<file path="src/rtl/multibyte_add_ctrl.sv">
// Byte-serial sequencer that drives a shared 8-bit adder for NBYTES cycles,
// chaining carry internally, to produce a full-width add or subtract.
`timescale 1ns/1ps
module multibyte_add_ctrl #(
  parameter int NBYTES = 4
) (
  input  logic                  Clk,
  input  logic                  Reset_n,
  input  logic                  Start,
  input  logic                  Sub,
  input  logic [8*NBYTES-1:0]   Op_A,
  input  logic [8*NBYTES-1:0]   Op_B,
  output logic                  Busy,
  output logic                  Done,
  output logic [8*NBYTES-1:0]   Result,
  output logic                  Cout,
  output logic                  Ovr,
  output logic [7:0]            Add_A,
  output logic [7:0]            Add_B,
  output logic                  Add_Cin,
  input  logic [7:0]            Add_Sum,
  input  logic                  Add_Cout,
  input  logic                  Add_Ovr
);

  localparam int W     = 8 * NBYTES;
  localparam int IDX_W = (NBYTES > 1) ? $clog2(NBYTES) : 1;
  localparam int SEL_W = IDX_W + 3;

  typedef enum logic [1:0] {IDLE, RUN, DONE} state_t;

  state_t             state, state_nxt;
  logic [W-1:0]       a_reg, b_reg, work, final_word;
  logic               sub_reg, carry_reg;
  logic [IDX_W-1:0]   idx;
  logic [SEL_W-1:0]   sel;
  logic               last_byte, accept;

  assign sel       = {idx, 3'b000};
  assign last_byte = (idx == IDX_W'(NBYTES - 1));
  assign accept    = Start && (state == IDLE || state == DONE);

  // Final result is the already-collected lower bytes with the MSB byte
  // taken straight from the adder on the last RUN edge.
  always_comb begin
    final_word           = work;
    final_word[W-1 -: 8] = Add_Sum;
  end

  always_ff @(posedge Clk or negedge Reset_n) begin
    if (!Reset_n) begin
      state     <= IDLE;
      a_reg     <= '0;
      b_reg     <= '0;
      sub_reg   <= 1'b0;
      carry_reg <= 1'b0;
      idx       <= '0;
      work      <= '0;
      Result    <= '0;
      Cout      <= 1'b0;
      Ovr       <= 1'b0;
    end else begin
      state <= state_nxt;
      if (accept) begin
        a_reg     <= Op_A;
        b_reg     <= Op_B;
        sub_reg   <= Sub;
        carry_reg <= Sub;
        idx       <= '0;
      end else if (state == RUN) begin
        work[sel +: 8] <= Add_Sum;
        carry_reg      <= Add_Cout;
        if (last_byte) begin
          Result <= final_word;
          Cout   <= Add_Cout;
          Ovr    <= Add_Ovr;
        end else begin
          idx <= idx + 1'b1;
        end
      end
    end
  end

  always_comb begin
    state_nxt = state;
    Busy      = 1'b0;
    Done      = 1'b0;
    Add_A     = '0;
    Add_B     = '0;
    Add_Cin   = 1'b0;
    case (state)
      IDLE: begin
        if (Start) state_nxt = RUN;
      end
      RUN: begin
        Busy    = 1'b1;
        Add_A   = a_reg[sel +: 8];
        Add_B   = b_reg[sel +: 8] ^ {8{sub_reg}};
        Add_Cin = carry_reg;
        if (last_byte) state_nxt = DONE;
      end
      DONE: begin
        Done      = 1'b1;
        state_nxt = Start ? RUN : IDLE;
      end
      default: state_nxt = IDLE;
    endcase
  end

endmodule
</file>
<file path="config.mk">
export PLATFORM = sky130hd
export DESIGN_NAME = multibyte_add_ctrl
export DESIGN_NICKNAME = d
export VERILOG_FILES = /design/src/rtl/multibyte_add_ctrl.sv
export SDC_FILE = /design/constraint.sdc
export NUM_CORES = 1
export LEC_CHECK = 0
export BUFFER_PORTS_ARGS = -buffer_cell sky130_fd_sc_hd__buf_2
export CORE_AREA = 3 3 105 107
export DETAILED_ROUTE_END_ITERATION = 12
export DIE_AREA = 0 0 108 110
export GPL_TIMING_DRIVEN = 0
export PLACE_DENSITY_LB_ADDON = 0.2
export SLEW_MARGIN = 20
export SYNTH_ARGS = -nofsm -noshare
export SYNTH_HDL_FRONTEND = slang
export SYNTH_SLANG_ARGS = --single-unit
</file>
<file path="constraint.sdc">
create_clock -name Clk -period 3.84 [get_ports Clk]
set_input_delay 0.576 -clock Clk [delete_from_list [all_inputs] [get_ports Clk]]
set_output_delay 0.576 -clock Clk [all_outputs]
set_load 0.05 [all_outputs]
</file>
# Yosys cells after proc, flatten, opt, wreduce, memory -nomap -nowiden
# Index checks and enable logic that the tools add are counted.
[totals]
reg_bits = 136
inputBits = 78
output_inout_bits = 53
wordCells = 47
[op_classes]
add_sub_neg = 2
n_eq_ne = 6
shift = 4
mux = 15
bitwise_logic = 2
n_reduce_logical = 8
[op_table]
columns = ["op", "count"]
rows = [
  ["indexed part select 32 x 6 -> 8 bit", 2],
  ["bitwise mux 32 bit", 1],
  ["variable shift 8 x 7 -> 32 bit, first input constant", 1],
  ["indexed part select 8 x 7 -> 32 bit", 1],
  ["2-to-1 mux 8 bit", 2],
  ["2-to-1 mux 2 bit", 5],
  ["bitwise XOR 8 bit", 1],
  ["negation 5 -> 7 bit", 1],
  ["2-to-1 mux 1 bit", 6],
  ["one-hot mux 2 bit (3 select lines)", 1],
  ["AND reduction 2 bit", 3],
  ["equality test 2 bit, second input constant", 2],
  ["inequality test 2 bit, second input constant", 2],
  ["AND reduction 3 bit", 1],
  ["adder 2 x 1 -> 2 bit, second input constant", 1],
  ["equality test 2 x 1 -> 1 bit, second input constant", 1],
  ["zero test 2 bit", 1],
  ["inequality test 2 x 1 -> 1 bit, second input constant", 1],
  ["nonzero test 2 bit", 1],
  ["logical AND 1 bit", 1],
  ["logical OR 1 bit", 1],
  ["inverter 1 bit", 1],
]

# Logic depth before layout (Yosys ltp)
# Gate-level depths: netlist (run 1).
[logic_depth]
depth_word = 5
depth_mapped = 7

# Worst setup path after synthesis (run 1)
# No wires, ideal clock.
[synth_timing]
path_type = "flip-flop to output port"
from = "register idx[0]"
to = "output Add_B[0]"
arrival_time_ps = 1966
required_time_ps = 3264
slack_ps = 1298
stages_incl_launch_ff = 5
n_path_buf = 1
cell_sequence = "dfrtp_1 -> buf_4 -> mux4_2 -> xnor2_1 -> nor2_1"
[synth_via]
elab_chain_len = 3
[synth_lines]
columns = ["element", "line", "rtl"]
rows = [
  ["start: declaration", "35", "logic [IDX_W-1:0] idx;"],
  ["start signal: assignment", "78", "idx <= idx + 1'b1;"],
  ["indexed part select 32 x 6 -> 8 bit", "98", "Add_B = b_reg[sel +: 8] ^ {8{sub_reg}};"],
  ["bitwise XOR 8 bit", "98", ""],
  ["2-to-1 mux 8 bit", "91", "case (state)"],
  ["end: declaration", "19", "output logic [7:0] Add_B,"],
]
# Every way passes these cells.

# Worst setup path after layout (run 1)
[layout_timing]
from = "register idx[0]"
to = "output Add_B[5]"
# The elaborated chain is that of the path after synthesis.

==> results of run 1 <==
## path summary, 6_finish.rpt
kind                              end  slack [ns]  cells past startpoint
setup / recovery             Add_B[5]        0.89                      5
hold / removal                    Ovr        0.07                      1
setup reg to reg              work[7]        1.52                      6
hold reg to reg            Result[30]        0.50                      1
max in group asynchronous   a_reg[11]        3.06                      2
min in group Clk            b_reg[19]        0.29                      2
## synth_stat cells, drive strengths merged (3+ instances only)
cell,n
o21ai,3
ha,5
xnor2,9
a22o,24
dfrtp,128
inv,5
nor2,10
mux2,98
nand2,5
nand3b,3
mux4,16
and2,9
clkbuf,3
buf,15
## worst reg2reg max path: stages, from the launching register on
cell and delay, ns:
dfrtp_1 0.36, buf_2 0.26, buf_2 0.33, inv_1 0.13
ha_1 0.37, nor4_4 0.57, a22o_1 0.23
## kinds of logic (layout without fill, tap and decap cells)
family	Yosys count	count (layout)	synth area share, %
flops	128	128	57.79
mux	115	115	28.56
simple gates	36	36	4.673
compound gates	28	28	4.153
buf+inv	23	186	2.280
xor+xnor	9	9	1.422
fa+ha+maj	5	5	1.129
## power by group through the flow
stage	logic, mW	registers (mW)	clock network [mW]
after floorplan	2.31	2.82	0
after global placement	3.51	2.31	0
after detailed placement	3.57	2.36	0
after CTS	3.59	2.35	1.58
after global routing	3.76	2.42	1.64
final	3.55	2.34	1.55
## cell type report
| cell class | instances | area share, % |
|---|---|---|
| flip-flops and latches | 128 | 45.95 |
| multi-input cells | 193 | 31.75 |
| repair buffers | 131 | 9.819 |
| clock buffers | 17 | 5.941 |
| well taps | 136 | 2.441 |
| clock inverters | 15 | 2.280 |
| plain buffers | 18 | 1.544 |
| inverters | 5 | 0.2693 |
## layer usage
metal	vias to the layer above	wire length [um]	track usage, %
met5	-	0	0
met4	0	210	7.394
met3	17	725	6.115
met2	102	6146	36.63
met1	1727	4735	25.57
li1	1556	-	-
==> metrics.yaml, run 1 <==
die_height_um: 110
postRouteAntennaNets: 0
cts_made_buffers: 17
postLayoutCoreUtil_pct: 68.13
synthToLayoutAreaGrowth_pct: 25.76
fmax_mhz: 339.2
num-nets-final: 577
switching_share_pct: 42.07
crit_arrival_ns: 2.37
clk_pin_slew_ns: 0.06
ys_types: 30
grt_max_degree: 74
drive_gt1_share_pct: 59.37
insertion_delay_ns: 0.51
worstSetupPathType: "reg -> out"
vias: 3402
drtIter0Drc: 95
clockBufferDepth: 2
first_pass_iters: 4
period_share_pct: 76.78
timing.rr.start: "idx[1]"
track_usage_pct: 21.19
cts_hold_buf: 0
power_density_nw_per_um2: 1067
drcViolationCount: 0
pwr-share-clk_pct: 20.8
drt_wl_total_um: 11820
skew_ns: 0.01081
final.min_clock_period_ns: 2.948
wl_per_cell_um: 18.38
synthTopCellsByArea: "dfrtp_1 (58%), mux2_2 (14%), mux2_4 (7.9%)"
cts_sinks: 128
syn_area_per_cell_um2: 16.11
synth_top_area_share_pct: 57.79
slowest_delay_ns: 0.55
hold_violations: 0
drv_cap: 0
yosysTopAreaCell: "dfrtp_1"
fillCellCount: 767
grt_pass1_wl_um: 18800
final_area_um2: 6970
cts_tree: "yes"
mostFrequentLayoutCells: "buf_2 (140), dfrtp_1 (128), mux2_2 (69), mux2_4 (29), a22o_1 (24)"
ir_drop_uv: 609.2
place_area_um2: 6397
port_buffers: 130
final-seq-area_um2: 3203
setup_viol: 0
htree_num_levels: 4
rsz0062_at_grt: "false"
synth_flop_cell: "dfrtp_1"
cts-root-buf: "clkbuf_8"
timing.final.ws_setup_ns: 0.8916
leakagePower_nw: 3.442
core.rowCount: 37
crit_family: "buffers and inverters"
synth_edf_count: 0
grt_pass1_vias: 3608
end_kind: "primary output"
worst_pin_slew_ns: 0.6669
dpl_worst_slack_ns: 1.389
synth_area_um2: 5543
yosysSeqAreaShare_pct: 57.79
antenna_found_initial: 0
ioPinCount: 131
status: "completed"
path_cells: "buf_4 -> mux4_2 -> xnor2_1 -> nor2_1 -> buf_2"
crit_path_start_kind: "register"
fin_setup_tns_ns: 0
startpoint: "idx[0]"
coreArea_um2: 10230
post_cts_buffers: 0
finalNonFillerCells: 643
maxSlewViolCount: 0
ctsResizeCount: 0
n_antenna_cell: 0
seqPwrFrac_pct: 31.5
p_sw_mw: 3.129
crit_required_ns: 3.26
syn_nets: 427
synthCells: 344
gp_congestion: 0.7248
yosysWarnings: 0
worstPathMaxFanout: 10
internal-power_mw: 4.310
hold_slack_ns: 0.07105
synthArstFlopShare_pct: 100.0
die_w_um: 108
ys_ff_latch: 128
hp-class: "in -> async"
worst-path-buf-inv: 2
layout_commonest_cell: "buf_2"
floorplan.die_area_um2: 11880
initial_core_util_pct: 54.18
p_comb_share_pct: 47.7
power.total_mw: 7.439
viasPerCell: 5.291
crit_path_top_delay_cell: "mux4_2"
grt_remaining_overflow: 0
dp_hpwl_um: 8272
place_inst: 611
slew_headroom_pct: 55.54
multi_input_area_um2: 2213
Power figures use the tool's default switching activity.
==> run 2, diff against run 1 <==
Settings changed: CORE_AREA 3 3 105 107 to 3 3 112 114, DIE_AREA 0 0 108 110 to 0 0 115 117.
Clock period 3.84 ns to 2.5 ns, I/O delays scaled along.
==> run 2 against run 1 <==
Compared with the run above: combinational power rose by 56%; via count rose by 0.79%; critical path depth did not move; routed wire length rose by 1.4%; critical endpoint is now Add_B[7]; highest routed layer is now met5; critical path type unchanged; sequential power rose by 53%; flip-flop and latch count did not move; design area rose by 2.0%; largest cell class unchanged; largest power group unchanged; clock skew fell by 0.0043 ns.
==> metrics.yaml, run 2 (synthesized netlist as in run 1, its figures left out) <==
n_antenna_cell: 0
slew_headroom_pct: 57.21
hold_slack_ns: 0.1949
postLayoutCoreUtil_pct: 61.74
num-nets-final: 579
initial_core_util_pct: 48.13
r2r_slack_ns: 0.35
mostFrequentLayoutCells: "buf_2 (132), dfrtp_1 (127), mux2_2 (69), mux2_4 (29), a22o_1 (24)"
worstPathMaxFanout: 5
viasPerCell: 5.259
skew_ns: 0.006496
clk_pin_slew_ns: 0.05
worstSetupPathType: "reg -> out"
cts_sinks: 128
track_usage_pct: 18.88
slowest_delay_ns: 0.50
maxSlewViolCount: 0
crit_path_start_kind: "register"
regToRegEndpoint: "work[19]"
fmax_mhz: 414.9
wl_per_cell_um: 18.37
die_w_um: 115
dpl_worst_slack_ns: 0.1778
drive_gt1_share_pct: 59.33
die_height_um: 117
ir_drop_uv: 1103
leakagePower_nw: 3.500
drcViolationCount: 0
cts_tree: "yes"
layout_commonest_cell: "buf_2"
hold_end: "carry_reg"
min-delay-start: "Sub"
timing.final.ws_setup_ns: 0.08953
ioPinCount: 131
clockBufferDepth: 2
power_density_nw_per_um2: 1662
crit_required_ns: 2.12
port_buffers: 130
gp_congestion: 0.7386
insertion_delay_ns: 0.40
setup_viol: 0
grt_max_degree: 69
final.min_clock_period_ns: 2.410
reg2reg_depth: 7
antenna_found_initial: 1
dp_hpwl_um: 8347
crit_arrival_ns: 2.04
period_share_pct: 96.42
drtIter0Drc: 107
synthToLayoutAreaGrowth_pct: 28.28
grt_remaining_overflow: 0
drt_wl_total_um: 11980
worst-path-buf-inv: 2
postRouteAntennaNets: 0
htree_num_levels: 4
timing.rr.start: "idx[1]"
grt_pass1_wl_um: 19110
core.rowCount: 39
status: "completed"
worst_pin_slew_ns: 0.6418
crit_path_top_delay_cell: "mux4_2"
grt_pass1_vias: 3667
hold_violations: 0
first_pass_iters: 4
coreArea_um2: 11520
crit_family: "multiplexers"
path_cells: "buf_4 -> mux4_2 -> xnor2_1 -> nor2_1 -> buf_2"
end_kind: "primary output"
cts_made_buffers: 17
cts-root-buf: "clkbuf_16"
min_path_cells: 3
hp-class: "in -> reg"
floorplan.die_area_um2: 13460
drv_cap: 0
vias: 3429
==> run 2: cell types whose count changed in the layout (fill, tap and decap cells not counted), moves of 2 or more <==
cell	before	now
clkinv_4	3	0
buf_4	1	8
bufinv_16	2	5
clkbuf_4	0	2
inv_6	4	0
buf_2	140	132
==> run 2: worst reg2reg max path, cell delays in order (launching register included) <==
cell	delay [ns]
dfrtp_1	0.36
clkbuf_4	0.24
buf_4	0.24
inv_1	0.10
ha_1	0.39
nand2b_1	0.12
nor4_4	0.42
a22o_1	0.22
==> run 2: worst max-delay path by stage <==
stage,startpoint,end,cells past startpoint
2_1_floorplan,idx[0],Add_B[0],4
3_3_place_gp,Reset_n,a_reg[21],1
3_5_place_dp,idx[1],work[21],7
4_1_cts,state[1],Add_Cin,5
5_1_grt,idx[0],Add_B[5],5
6_report,idx[0],Add_B[7],5
==> run 2: per-layer routing <==
metal	vias to the layer above	wire length, um	track usage [%]
met5	-	13	0
met4	2	214	6.886
met3	17	676	5.604
met2	106	6064	31.56
met1	1736	5010	23.44
li1	1568	-	-
==> run 2: stage by stage <==
step | TNS [ns] | instance area [um^2] | instances | power [mW]
floorplan | 0 | 5543 | 344 | 7.875
finish | 0 | 7111 | 652 | 11.82
detailed placement | 0 | 6410 | 618 | 9.102
global route | -0.002071 | 7111 | 652 | 12.44
CTS | 0 | 7089 | 651 | 11.91
global placement | -76.12 | 6372 | 617 | 8.971
==> run 2: repair_timing <==
action	4_1_cts	5_1_grt
endpoints found under the hold margin	60	0
resized for setup	9	3
buffers inserted	0	2
setup endpoints to repair	15	16
hold buffers	1	0
cloned	0	0
==> run 2: final cells by class <==
type | instances | area, um^2
fill | 925 | 4405
sequential | 128 | 3204
multi-input combinational | 193 | 2213
timing repair buffer | 134 | 725.7
clock buffer | 21 | 460.4
clock inverter | 11 | 185.2
tap | 143 | 178.9
buffer | 17 | 123.9
inverter | 5 | 18.77
==> run 2: power by group <==
| part | switching [mW] | leakage (nW) | internal [mW] |
|---|---|---|---|
| clock network | 0.871 | 0.313 | 1.82 |
| registers | 0.534 | 1.61 | 3.06 |
| logic | 3.30 | 1.58 | 2.24 |
